### config.mk
export PLATFORM = sky130hd
export DESIGN_NAME = program_loader_flat
export DESIGN_NICKNAME = d
export VERILOG_FILES = /design/src/rtl/program_loader_if.sv /design/src/rtl/program_loader.sv /design/src/flat_wrapper.sv
export SDC_FILE = /design/constraint.sdc
export NUM_CORES = 1
export LEC_CHECK = 0
export BUFFER_PORTS_ARGS = -buffer_cell sky130_fd_sc_hd__buf_2
export CAP_MARGIN = 20
export CELL_PAD_IN_SITES_DETAIL_PLACEMENT = 0
export CELL_PAD_IN_SITES_GLOBAL_PLACEMENT = 2
export CORE_MARGIN = 3
export CORE_UTILIZATION = 30
export DETAILED_ROUTE_END_ITERATION = 12
export PLACE_DENSITY = 0.76
export SYNTH_ARGS = -nofsm -noshare
export SYNTH_HDL_FRONTEND = slang
export SYNTH_SLANG_ARGS = --single-unit
### constraint.sdc
create_clock -name clk -period 6.2 [get_ports clk]
set_input_delay 0.62 -clock clk [delete_from_list [all_inputs] [get_ports clk]]
set_output_delay 0.62 -clock clk [all_outputs]
set_load 0.03 [all_outputs]
### src/rtl/program_loader_if.sv
// rtl/program_loader_if.sv - receive FIFO pop port and instruction memory write port of the program loader
interface program_loader_if #(
    parameter int DATA_WIDTH    = 32,
    parameter int WR_ADDR_WIDTH = 10
);
    logic                     fifo_empty;
    logic [7:0]               fifo_rd_data;
    logic                     fifo_rd_en;
    logic [DATA_WIDTH-1:0]    mem_data;
    logic [WR_ADDR_WIDTH-1:0] mem_wr_addr;
    logic                     mem_w_en;

    modport master (
        input  fifo_empty,
        input  fifo_rd_data,
        output fifo_rd_en,
        output mem_data,
        output mem_wr_addr,
        output mem_w_en
    );

    modport slave (
        output fifo_empty,
        output fifo_rd_data,
        input  fifo_rd_en,
        input  mem_data,
        input  mem_wr_addr,
        input  mem_w_en
    );
endinterface

### src/rtl/program_loader.sv
// rtl/program_loader.sv - parses a framed program image from a byte FIFO and writes it to instruction memory
module program_loader #(
    parameter int DATA_WIDTH    = 32,
    parameter int WR_ADDR_WIDTH = 10,
    parameter int MEM_DEPTH     = 1024
) (
    input  logic                 clk,
    input  logic                 rst_n,
    input  logic                 start,
    program_loader_if.master     bus,
    output logic                 cpu_hold,
    output logic                 busy,
    output logic                 done,
    output logic                 error
);
    localparam int          WL_W      = $clog2(MEM_DEPTH / 4 + 1);
    localparam logic [15:0] MAX_WORDS = 16'(MEM_DEPTH / 4);
    localparam logic [1:0]  LAST_BYTE = 2'd3;

    typedef enum logic [2:0] {
        IDLE, HDR_HI, HDR_LO, PAYLOAD, WRITE, CHK, DONE, ERR
    } state_t;

    state_t                   state_q, state_d;
    logic [7:0]               count_hi_q, count_hi_d;
    logic [WL_W-1:0]          words_left_q, words_left_d;
    logic [1:0]               byte_idx_q, byte_idx_d;
    logic [DATA_WIDTH-1:0]    shift_q, shift_d;
    logic [7:0]               checksum_q, checksum_d;
    logic [WR_ADDR_WIDTH-1:0] addr_q, addr_d;
    logic [DATA_WIDTH-1:0]    mem_data_q, mem_data_d;
    logic [WR_ADDR_WIDTH-1:0] mem_wr_addr_q, mem_wr_addr_d;
    logic                     done_q, done_d;

    logic                     pop;
    logic [15:0]              count;
    logic [DATA_WIDTH-1:0]    shift_next;

    // State and datapath registers; a reset mid-frame simply abandons the load
    always_ff @(posedge clk or negedge rst_n) begin
        if (!rst_n) begin
            state_q       <= IDLE;
            count_hi_q    <= '0;
            words_left_q  <= '0;
            byte_idx_q    <= '0;
            shift_q       <= '0;
            checksum_q    <= '0;
            addr_q        <= '0;
            mem_data_q    <= '0;
            mem_wr_addr_q <= '0;
            done_q        <= 1'b0;
        end else begin
            state_q       <= state_d;
            count_hi_q    <= count_hi_d;
            words_left_q  <= words_left_d;
            byte_idx_q    <= byte_idx_d;
            shift_q       <= shift_d;
            checksum_q    <= checksum_d;
            addr_q        <= addr_d;
            mem_data_q    <= mem_data_d;
            mem_wr_addr_q <= mem_wr_addr_d;
            done_q        <= done_d;
        end
    end

    // Frame parser: pops only in byte-consuming states, stalls while the FIFO is empty
    always_comb begin
        state_d       = state_q;
        count_hi_d    = count_hi_q;
        words_left_d  = words_left_q;
        byte_idx_d    = byte_idx_q;
        shift_d       = shift_q;
        checksum_d    = checksum_q;
        addr_d        = addr_q;
        mem_data_d    = mem_data_q;
        mem_wr_addr_d = mem_wr_addr_q;
        done_d        = 1'b0;

        pop        = ((state_q == HDR_HI) || (state_q == HDR_LO) ||
                      (state_q == PAYLOAD) || (state_q == CHK)) && !bus.fifo_empty;
        count      = {count_hi_q, bus.fifo_rd_data};
        shift_next = {shift_q[DATA_WIDTH-9:0], bus.fifo_rd_data};

        case (state_q)
            IDLE, DONE, ERR: begin
                if (start) begin
                    state_d    = HDR_HI;
                    checksum_d = '0;
                    byte_idx_d = '0;
                    addr_d     = '0;
                end
            end
            HDR_HI: begin
                if (pop) begin
                    count_hi_d = bus.fifo_rd_data;
                    state_d    = HDR_LO;
                end
            end
            HDR_LO: begin
                if (pop) begin
                    if ((count == 16'd0) || (count > MAX_WORDS)) begin
                        state_d = ERR;
                    end else begin
                        words_left_d = count[WL_W-1:0];
                        state_d      = PAYLOAD;
                    end
                end
            end
            PAYLOAD: begin
                if (pop) begin
                    shift_d    = shift_next;
                    checksum_d = checksum_q + bus.fifo_rd_data;
                    byte_idx_d = byte_idx_q + 2'd1;
                    if (byte_idx_q == LAST_BYTE) begin
                        // Output registers are loaded here so they present the word during WRITE
                        mem_data_d    = shift_next;
                        mem_wr_addr_d = addr_q;
                        state_d       = WRITE;
                    end
                end
            end
            WRITE: begin
                addr_d       = addr_q + WR_ADDR_WIDTH'(4);
                words_left_d = words_left_q - WL_W'(1);
                byte_idx_d   = '0;
                state_d      = (words_left_q == WL_W'(1)) ? CHK : PAYLOAD;
            end
            CHK: begin
                if (pop) begin
                    if (bus.fifo_rd_data == checksum_q) begin
                        state_d = DONE;
                        done_d  = 1'b1;
                    end else begin
                        state_d = ERR;
                    end
                end
            end
            default: state_d = IDLE;
        endcase
    end

    assign bus.fifo_rd_en  = pop;
    assign bus.mem_data    = mem_data_q;
    assign bus.mem_wr_addr = mem_wr_addr_q;
    assign bus.mem_w_en    = (state_q == WRITE);
    assign busy            = (state_q != IDLE) && (state_q != DONE) && (state_q != ERR);
    assign cpu_hold        = busy;
    assign done            = done_q;
    assign error           = (state_q == ERR);
endmodule

### src/flat_wrapper.sv
// flat-port wrapper written by rule: the top's interface ports become plain ports
module program_loader_flat 
#(
    parameter int DATA_WIDTH    = 32,
    parameter int WR_ADDR_WIDTH = 10,
    parameter int MEM_DEPTH     = 1024
)
  (clk, rst_n, start, cpu_hold, busy, done, error, bus_fifo_empty, bus_fifo_rd_data, bus_fifo_rd_en, bus_mem_data, bus_mem_wr_addr, bus_mem_w_en);
  program_loader_if #(.DATA_WIDTH(DATA_WIDTH), .WR_ADDR_WIDTH(WR_ADDR_WIDTH)) bus_i ();
  input  logic clk;
  input  logic rst_n;
  input  logic start;
  output logic cpu_hold;
  output logic busy;
  output logic done;
  output logic error;
  input wire logic [$bits(bus_i.fifo_empty)-1:0] bus_fifo_empty;
  input wire logic [$bits(bus_i.fifo_rd_data)-1:0] bus_fifo_rd_data;
  output wire logic [$bits(bus_i.fifo_rd_en)-1:0] bus_fifo_rd_en;
  output wire logic [$bits(bus_i.mem_data)-1:0] bus_mem_data;
  output wire logic [$bits(bus_i.mem_wr_addr)-1:0] bus_mem_wr_addr;
  output wire logic [$bits(bus_i.mem_w_en)-1:0] bus_mem_w_en;
  assign bus_i.fifo_empty = bus_fifo_empty;
  assign bus_i.fifo_rd_data = bus_fifo_rd_data;
  assign bus_fifo_rd_en = bus_i.fifo_rd_en;
  assign bus_mem_data = bus_i.mem_data;
  assign bus_mem_wr_addr = bus_i.mem_wr_addr;
  assign bus_mem_w_en = bus_i.mem_w_en;
  program_loader #(.DATA_WIDTH(DATA_WIDTH), .WR_ADDR_WIDTH(WR_ADDR_WIDTH), .MEM_DEPTH(MEM_DEPTH)) u_core (.clk(clk), .rst_n(rst_n), .start(start), .bus(bus_i), .cpu_hold(cpu_hold), .busy(busy), .done(done), .error(error));
endmodule
==> flow_summary_export.csv, run 1 <==
group,metric,value,unit
synthesis,synth_top_area_cell,"dfrtp_1",
worst_setup_path,rr_startpoint,"u_core.state_q[1]",
synthesis,async_flop_share,100,%
floorplan,start_util,30.8,%
clocking,cts_tree,"yes",
synthesis,netlist.area_leader.share,54.6,%
global_route,grt_usage,12.5,%
clocking,htreeDepth,3,
floorplan,die_x,131,µm
place,finalWeightedCongestion,0.746,
place,dp_slack,3.49,ns
floorplan,coreArea,0.0153,mm²
timing,min_period,2.87,ns
synthesis,synth_area_leaders,"dfrtp_1 (55%), mux2_2 (17%), ha_1 (2.9%)",
worst_setup_path,reg2reg_slack,3.60,ns
timing,fmax,349,MHz
route,vias,3210,
worst_setup_path,cp-startpoint,"u_core.state_q[1]",
route,drtAntennaViolNets,0,
route,drtIter0Drc,141,
timing,period_share,46.2,%
min_path,hold_class,"in -> async",
synthesis,synth_warnings,0,
route,wl,10300,µm
clocking,cts-root-buf,"clkbuf_16",
clocking,clk_pin_slew,0.07,ns
worst_setup_path,r2r_end,"u_core.bus.mem_data[23]",
route,drc,0,
worst_setup_path,critPathKind,"reg -> out",
place,io_buffers,57,
route,viasPerCell,4.91,
clocking,cts_sinks,103,
final_layout,final_layout_size_suffix_gt1_share,35.2,%
run_status,run_status,"finished, final reports clean",
timing,fin_tns_setup,0,ns
synthesis,syn-mean-instance-area,12.2,µm²
global_route,use_met1,16.7,%
timing,slew_headroom,31.3,%
synthesis,ys_ff_latch,103,
synthesis,mappedNetlistArea,0.00472,mm²
timing,tightest_slew,1.03,ns
final_layout,fin_nets,462,
clocking,cts.path.max_buffers,2,
synthesis,yosysUniqueCellTypes,49,
global_route,grt_max_degree,82,
floorplan,die-area,0.0173,mm²
clocking,cts_inserted_buffers,9,
final_layout,synthToLayoutAreaGrowth,16.6,%
worst_setup_path,critPathRequiredTime,5.58,ns
power_and_ir_drop,p_leak,2.62,nW
timing,fin_ws,3.33,ns
worst_setup_path,critPathLaunchType,"flop",
place,dp_hpwl,6960,µm
clocking,cts_resized,0,
global_route,grt-busiest-layer,"met2",
route,first_pass_iters,4,
global_route,grtUsageMet2,19.6,%
timing,finalSetupViolations,0,
global_route,use_met3,3.48,%
power_and_ir_drop,ir_worst_vdd,242,µV
floorplan,die_y,131,µm
clocking,post-cts-setup-buffers,0,
clocking,ctsHoldBuffers,0,
worst_setup_path,cp.arrival,2.25,ns
global_route,antenna_found_initial,1,
synthesis,synthCells,388,
final_layout,utilization,36.0,%
floorplan,io_pins,60,
clocking,worstSkewPairLatency,0.35,ns
global_route,grt_overflow,0,
synthesis,yosysSeqAreaShare,54.6,%
route,wire_per_inst,15.7,µm
floorplan,row_count,45,
synthesis,synth_ff_type,"dfrtp_1",
final_layout,nFillCells,1549,
final_layout,diodes,0,
global_route,grt_pass1_wl,17500,µm
flow_run,drv_cap,0,
global_route,grt_pass1_vias,3349,
timing,slew_viol_final,0,
timing,hold_violations,0,
power_and_ir_drop,power_density,483,mW/mm²
worst_setup_path,r2r_cells,5,
final_layout,final_cell_mix,"dfrtp_1 (103), mux2_2 (73), buf_2 (56), o21ai_0 (25), nand2_1 (19)",
worst_setup_path,cp_max_fo,21,
timing,fin_skew,0.00672,ns
final_layout,final_common_cell,"dfrtp_1",
timing,rsz0062_at_grt,"no",
synthesis,synth-edff-count,0,
worst_setup_path,critPathCaptureType,"primary output",
==> power by group <==
| group | total, mW | internal (mW) | switching [mW] | leakage, nW |
|---|---|---|---|---|
| logic | 0.946 | 0.410 | 0.536 | 1.14 |
| registers | 1.13 | 0.924 | 0.209 | 1.32 |
| clock network | 0.581 | 0.319 | 0.263 | 0.152 |
==> worst max-delay path, cell delays in order, from the launching register on <==
cell and delay (ns):
dfrtp_1 0.59, or3b_2 0.68, inv_1 0.34, buf_2 0.28
==> final cells by class <==
type	instances	area, µm²	share of cell area (%)
Clock buffer	9	225	4.09
Clock inverter	7	81.3	1.48
Inverter	6	22.5	0.409
Multi-Input combinational cell	257	2000	36.3
Sequential cell	103	2580	46.8
Tap cell	211	264	4.79
Timing Repair Buffer	61	338	6.13
==> through the flow <==
step | instance area (µm²) | total power [mW] | cells | hold slack (ns)
5_1_grt | 5510 | 2.86 | 654 | 0.166
2_1_floorplan | 4730 | 1.83 | 389 | 0.324
3_5_place_dp | 5170 | 2.10 | 636 | 0.470
3_3_place_gp | 5170 | 2.07 | 636 | 0.468
6_report | 5510 | 2.66 | 654 | 0.149
4_1_cts | 5470 | 2.70 | 652 | 0.154
==> flip-flops by register name, summed over array words and instances, names as in the netlist <==
name                    count
u_core.checksum_q           8
u_core.state_q              3
u_core.bus.mem_wr_addr      8
u_core.words_left_q         9
u_core.addr_q               8
u_core.bus.mem_data        32
u_core.count_hi_q           8
u_core.byte_idx_q           2
u_core.shift_q             24
u_core.done                 1
==> routing by layer <==
metal  up-vias  share of wire [%]
li1       1506                  -
met1      1632                 47
met2        61                 47
met3        11                4.2
met4         0                1.5
met5         -                  0
==> Yosys cell counts (6+ instances only) <==
| library cell | n |
|---|---|
| a21oi_1 | 13 |
| clkbuf_1 | 16 |
| dfrtp_1 | 103 |
| ha_1 | 11 |
| inv_1 | 6 |
| mux2_2 | 73 |
| nand2_1 | 20 |
| nand3_1 | 7 |
| nand4_1 | 6 |
| nor2_1 | 10 |
| nor3_1 | 10 |
| o21ai_0 | 25 |
==> worst max path at each step <==
stage                                     end  depth (start not counted)
finish                           bus_mem_w_en                          3
global route                     bus_mem_w_en                          3
CTS                              bus_mem_w_en                          3
detailed placement  u_core.bus.mem_wr_addr[5]                          6
global placement       u_core.bus.mem_data[9]                          6
floorplan              u_core.words_left_q[0]                          8
==> cells by family (layout without fill, tap and decap cells) <==
group	Yosys count	count (layout)	share of synthesized area, %
flops	103	103	54.6
simple gates	89	89	10.1
mux	76	76	18.0
compound gates	74	74	9.88
buf+inv	29	83	3.26
fa+ha+maj	12	12	3.34
xor+xnor	4	4	0.742
other cells	1	2	0.0794
Power figures use the tool's default switching activity.
==> run 2: changes to the inputs <==
- clock period: 6.2 -> 2.9 ns (I/O delays scaled with it)
==> flow_summary_export.csv, run 2 (synthesis results as in run 1) <==
group,metric,value,unit
floorplan,start_util,30.8,%
timing,fmax,419,MHz
timing,fin_tns_setup,0,ns
global_route,grt_overflow,0,
clocking,cts_tree,"yes",
timing,finalSetupViolations,0,
route,drtAntennaViolNets,0,
clocking,worstSkewPairLatency,0.35,ns
global_route,grt_pass1_vias,3294,
clocking,htreeDepth,3,
floorplan,row_count,45,
global_route,grtUsageMet2,19.4,%
final_layout,diodes,0,
worst_setup_path,cp_max_fo,17,
clocking,cts.path.max_buffers,2,
global_route,grt-busiest-layer,"met2",
route,viasPerCell,4.90,
floorplan,io_pins,60,
timing,period_share,82.3,%
worst_setup_path,cp_top_family,"flip-flops",
power_and_ir_drop,power_density,1020,mW/mm²
worst_setup_path,critPathKind,"reg -> out",
worst_setup_path,critPathRequiredTime,2.61,ns
run_status,run_status,"finished, violations left",
route,wl,10500,µm
floorplan,die_y,131,µm
worst_setup_path,critPathLaunchType,"flop",
route,drtIter0Drc,170,
worst_setup_path,crit_chain,"or3b_2 > inv_1 > buf_2",
floorplan,coreArea,0.0153,mm²
clocking,ctsHoldBuffers,0,
timing,min_period,2.39,ns
clocking,cts_sinks,103,
min_path,hold_class,"in -> async",
final_layout,final_cell_mix,"dfrtp_1 (103), mux2_2 (73), buf_2 (56), o21ai_0 (25), nand2_1 (19)",
global_route,grt_usage,12.6,%
route,first_pass_iters,5,
global_route,use_met1,16.9,%
route,vias,3231,
clocking,post-cts-setup-buffers,0,
route,drc,0,
place,finalWeightedCongestion,0.803,
place,dp_hpwl,7250,µm
worst_setup_path,cp.arrival,2.10,ns
floorplan,die-area,0.0173,mm²
clocking,cts-root-buf,"clkbuf_16",
final_layout,fin_nets,468,
final_layout,synthToLayoutAreaGrowth,16.6,%
worst_setup_path,slowest_stage,"dfrtp_1",
global_route,grt_pass1_wl,17500,µm
worst_setup_path,cp_num_buf_inv,2,
route,wire_per_inst,15.9,µm
timing,slew_headroom,52.8,%
global_route,use_met3,4.40,%
power_and_ir_drop,ir_worst_vdd,551,µV
final_layout,final_common_cell,"dfrtp_1",
place,io_buffers,57,
worst_setup_path,critPathCaptureType,"primary output",
clocking,cts_resized,0,
timing,slew_viol_final,0,
run_status,violations,"hold timing",
clocking,cts_inserted_buffers,9,
final_layout,stdcell_count,660,
power_and_ir_drop,p_leak,2.62,nW
place,post-place-cells,644,
timing,rsz0062_at_grt,"no",
floorplan,die_x,131,µm
flow_run,drv_cap,0,
final_layout,largest_reg_flops,32,
timing,tightest_slew,0.708,ns
final_layout,final_layout_size_suffix_gt1_share,35.9,%
timing,fin_skew,0.00689,ns
clocking,clk_pin_slew,0.06,ns
global_route,grt_max_degree,55,
worst_setup_path,cpPeakStageDelay,0.64,ns
timing,hold_violations,9,
global_route,antenna_found_initial,0,
timing,hold_slack,-0.00317,ns
==> run 2: stage by stage <==
step                setup slack, ns  total power [mW]  cell area [µm²]  utilization [%]  hold WS (ns)
global placement              0.691              4.47             5230             34.1         0.382
finish                        0.512              5.63             5510             36.0      -0.00317
CTS                           0.495              5.71             5510             36.0        0.0128
floorplan                     0.888              3.91             4730                -      -0.00559
detailed placement            0.622              4.52             5230             34.1         0.393
global route                  0.416              6.05             5510             36.0        0.0370
==> run 2: final timing paths <==
check	from	end	slack, ns	cells past startpoint
setup / recovery	u_core.state_q[2]	bus_mem_w_en	0.51	3
hold / removal	rst_n	u_core.bus.mem_wr_addr[5]	-0.003	1
setup reg to reg	u_core.state_q[2]	u_core.words_left_q[5]	0.63	4
hold reg to reg	u_core.byte_idx_q[0]	u_core.byte_idx_q[0]	0.49	1
max in group asynchronous	rst_n	u_core.shift_q[22]	2.17	2
min in group clk	bus_fifo_empty	u_core.done	0.24	2
==> run 2: routing by layer <==
| layer | routed length (µm) | vias up | part of all wire (%) |
|---|---|---|---|
| li1 | - | 1521 | - |
| met1 | 4830 | 1637 | 46 |
| met2 | 4960 | 63 | 47 |
| met3 | 564 | 10 | 5.4 |
| met4 | 112 | 0 | 1.1 |
| met5 | 0 | - | 0 |
==> run 2: cell type report <==
cell class	count	area [µm²]
tap	211	264
fill	1552	9810
clock inverter	5	38.8
sequential	103	2580
timing repair buffer	67	363
multi-input combinational	257	2000
clock buffer	11	243
inverter	6	22.5
==> run 2: where the power goes <==
part / switching, mW / internal (mW) / leakage [nW] / total, mW
Sequential: 0.378 / 1.98 / 1.32 / 2.36
Clock: 0.536 / 0.614 / 0.137 / 1.15
Combinational: 1.22 / 0.897 / 1.16 / 2.12
==> run 3: changes to the inputs <==
- ABC_AREA: not set -> 1
- PLACE_DENSITY: 0.76 -> 0.85
- clock period: 2.9 -> 1.95 ns (I/O delays scaled with it)
==> flow_summary_export.csv, run 3 <==
group,metric,value,unit
clocking,cts_tree,"yes",
route,top_layer_used,"met4",
final_layout,stdcell_count,860,
place,dp_hpwl,8430,µm
final_layout,stdcell_area,0.00575,mm²
route,wire_per_inst,13.5,µm
route,drc,0,
floorplan,die_x,133,µm
synthesis,syn-mean-instance-area,8.40,µm²
final_layout,fin_nets,668,
worst_setup_path,cp-startpoint,"u_core.state_q[2]",
power_and_ir_drop,power.total,7.63,mW
floorplan,coreArea,0.0155,mm²
synthesis,yosys.area_share.simple,21.8,%
worst_setup_path,critPathCaptureType,"primary output",
min_path,hold_class,"in -> reg",
worst_setup_path,cp_max_fo,7,
place,dp_slack,0.157,ns
timing,slew_viol_final,0,
worst_setup_path,cp.arrival,1.61,ns
power_and_ir_drop,combPwrFrac,36.6,%
power_and_ir_drop,p_leak,3.00,nW
final_layout,utilization,37.0,%
clocking,htreeDepth,3,
synthesis,synth_warnings,0,
final_layout,largest_reg_flops,32,
flow_run,drv_cap,0,
floorplan,die-area,0.0177,mm²
power_and_ir_drop,p_switching,3.08,mW
timing,fin_tns_setup,0,ns
route,first_pass_iters,4,
synthesis,ys_ff_latch,103,
synthesis,ys_top_cells_by_count,"nand2_1 (177), dfrtp_1 (103), o21ai_0 (88), inv_1 (63), nor2_1 (33)",
clocking,worstSkewPairLatency,0.35,ns
floorplan,start_util,31.2,%
worst_setup_path,reg2reg_slack,0.15,ns
clocking,cts_sinks,103,
final_layout,synthToLayoutAreaGrowth,18.4,%
floorplan,io_pins,60,
route,drtAntennaViolNets,0,
global_route,grt_overflow,0,
worst_setup_path,critPathRequiredTime,1.75,ns
place,place_area,0.00544,mm²
power_and_ir_drop,power_density,1330,mW/mm²
synthesis,synthCells,578,
global_route,antenna_found_initial,0,
route,wirelength_met1,5850,µm
route,dr_wl_met2,5030,µm
final_layout,diodes,0,
timing,fin_ws,0.146,ns
timing,period_share,92.5,%
power_and_ir_drop,p_sw_share,40.3,%
power_and_ir_drop,ir_worst_vdd,716,µV
clocking,cts.path.max_buffers,2,
place,post-place-cells,840,
timing,min_period,1.80,ns
global_route,grt_max_degree,43,
synthesis,yosysSeqAreaShare,53.1,%
route,wl,11600,µm
synthesis,synth_most_common_cell,"nand2_1",
global_route,grt_pass1_wl,19000,µm
run_status,run_status,"finished, final reports clean",
timing,fmax,554,MHz
power_and_ir_drop,seqPwrFrac,40.9,%
power_and_ir_drop,p_int,4.55,mW
power_and_ir_drop,clkPwrFrac,22.5,%
timing,hold_violations,0,
route,viasPerCell,4.51,
synthesis,async_flop_share,100,%
timing,tightest_slew,0.561,ns
final_layout,final_layout_size_suffix_gt1_share,16.8,%
route,vias,3881,
worst_setup_path,critPathKind,"reg -> out",
synthesis,synth_compound_area_share,11.8,%
timing,slew_headroom,62.6,%
synthesis,synth_top_area_cell,"dfrtp_1",
route,routed-wl-met3,500,µm
synthesis,netlist.area_leader.share,53.1,%
route,drtIter0Drc,265,
synthesis,mappedNetlistArea,0.00486,mm²
clocking,cts-root-buf,"clkbuf_16",
place,finalWeightedCongestion,0.839,
synthesis,synth_ff_type,"dfrtp_1",
floorplan,die_y,133,µm
min_path,hold_start,"bus_fifo_empty",
synthesis,synth_xor_area_share,0.902,%
final_layout,final_cell_mix,"nand2_1 (177), dfrtp_1 (103), o21ai_0 (88), inv_1 (62), buf_2 (56)",
final_layout,final_common_cell,"nand2_1",
timing,rsz0062_at_grt,"no",
synthesis,muxShareOfSynthArea,1.93,%
synthesis,yosysUniqueCellTypes,36,
global_route,grt_pass1_vias,3759,
worst_setup_path,critPathLaunchType,"flop",
worst_setup_path,rr_startpoint,"u_core.checksum_q[0]",
timing,fin_skew,0.00769,ns
synthesis,synthAdderAreaFrac,3.25,%
timing,finalSetupViolations,0,
floorplan,row_count,45,
clocking,cts_inserted_buffers,9,
clocking,clk_pin_slew,0.07,ns
timing,hold_slack,0.112,ns
global_route,grt_usage,13.3,%
place,io_buffers,57,
synthesis,synth-edff-count,0,
synthesis,synth_top_family_by_area,"simple AND/OR/NAND/NOR gates",
synthesis,synth_area_leaders,"dfrtp_1 (53%), nand2_1 (14%), o21ai_0 (9.1%)",
[run 3: cell families (layout without fill, tap and decap cells)]
group,count (synthesis),count (layout)
AOI/OAI and AO/OA,108,108
xor gates and xnor gates,5,5
adders and majority gates,12,12
buffers and inverters,85,155
DFF,103,103
muxes,7,7
other,1,2
and+or+nand+nor,257,257
[run 3: layer usage]
metal,global-route usage (%),up-vias
met2,20.3,78
met5,0,-
met3,2.98,15
met4,4.97,0
met1,18.6,1805
li1,-,1983
[run 3: repair_timing]
item / 4_1_cts / 5_1_grt
hold endpoints to repair: 40 / 0
setup buffers: 0 / 3
gates resized for setup: 1 / 0
hold buffers: 1 / 0
setup endpoints to repair: 1 / 1
[run 3: path summary, 6_finish.rpt]
kind	cells past startpoint	end
setup / recovery	5	bus_mem_w_en
hold / removal	2	u_core.done
setup reg to reg	7	u_core.checksum_q[4]
hold reg to reg	2	u_core.bus.mem_wr_addr[6]
max in group asynchronous	3	u_core.words_left_q[1]
min in group asynchronous	2	u_core.bus.mem_data[24]
[run 3: layout make-up]
type / count / area (µm²)
clock buffers: 11 / 233
inverters: 65 / 248
repair buffers: 74 / 455
multi-input cells: 391 / 1930
clock inverters: 5 / 42.5
fillers: 1615 / 9790
well taps: 211 / 264
flip-flops and latches: 103 / 2580
[run 3: worst max-delay path: stages, from the launching register on]
cell	delay, ns
dfrtp_1	0.40
inv_1	0.11
nor2_2	0.19
nand2_2	0.15
clkinvlp_4	0.18
buf_2	0.22
[run 3: power by group through the flow]
stage,Combinational (mW),Sequential [mW],Clock (mW)
2_1_floorplan,1.90,3.23,0
3_3_place_gp,2.77,3.15,0
3_5_place_dp,2.80,3.16,0
4_1_cts,2.81,3.13,1.77
5_1_grt,3.19,3.21,1.85
6_report,2.79,3.13,1.72
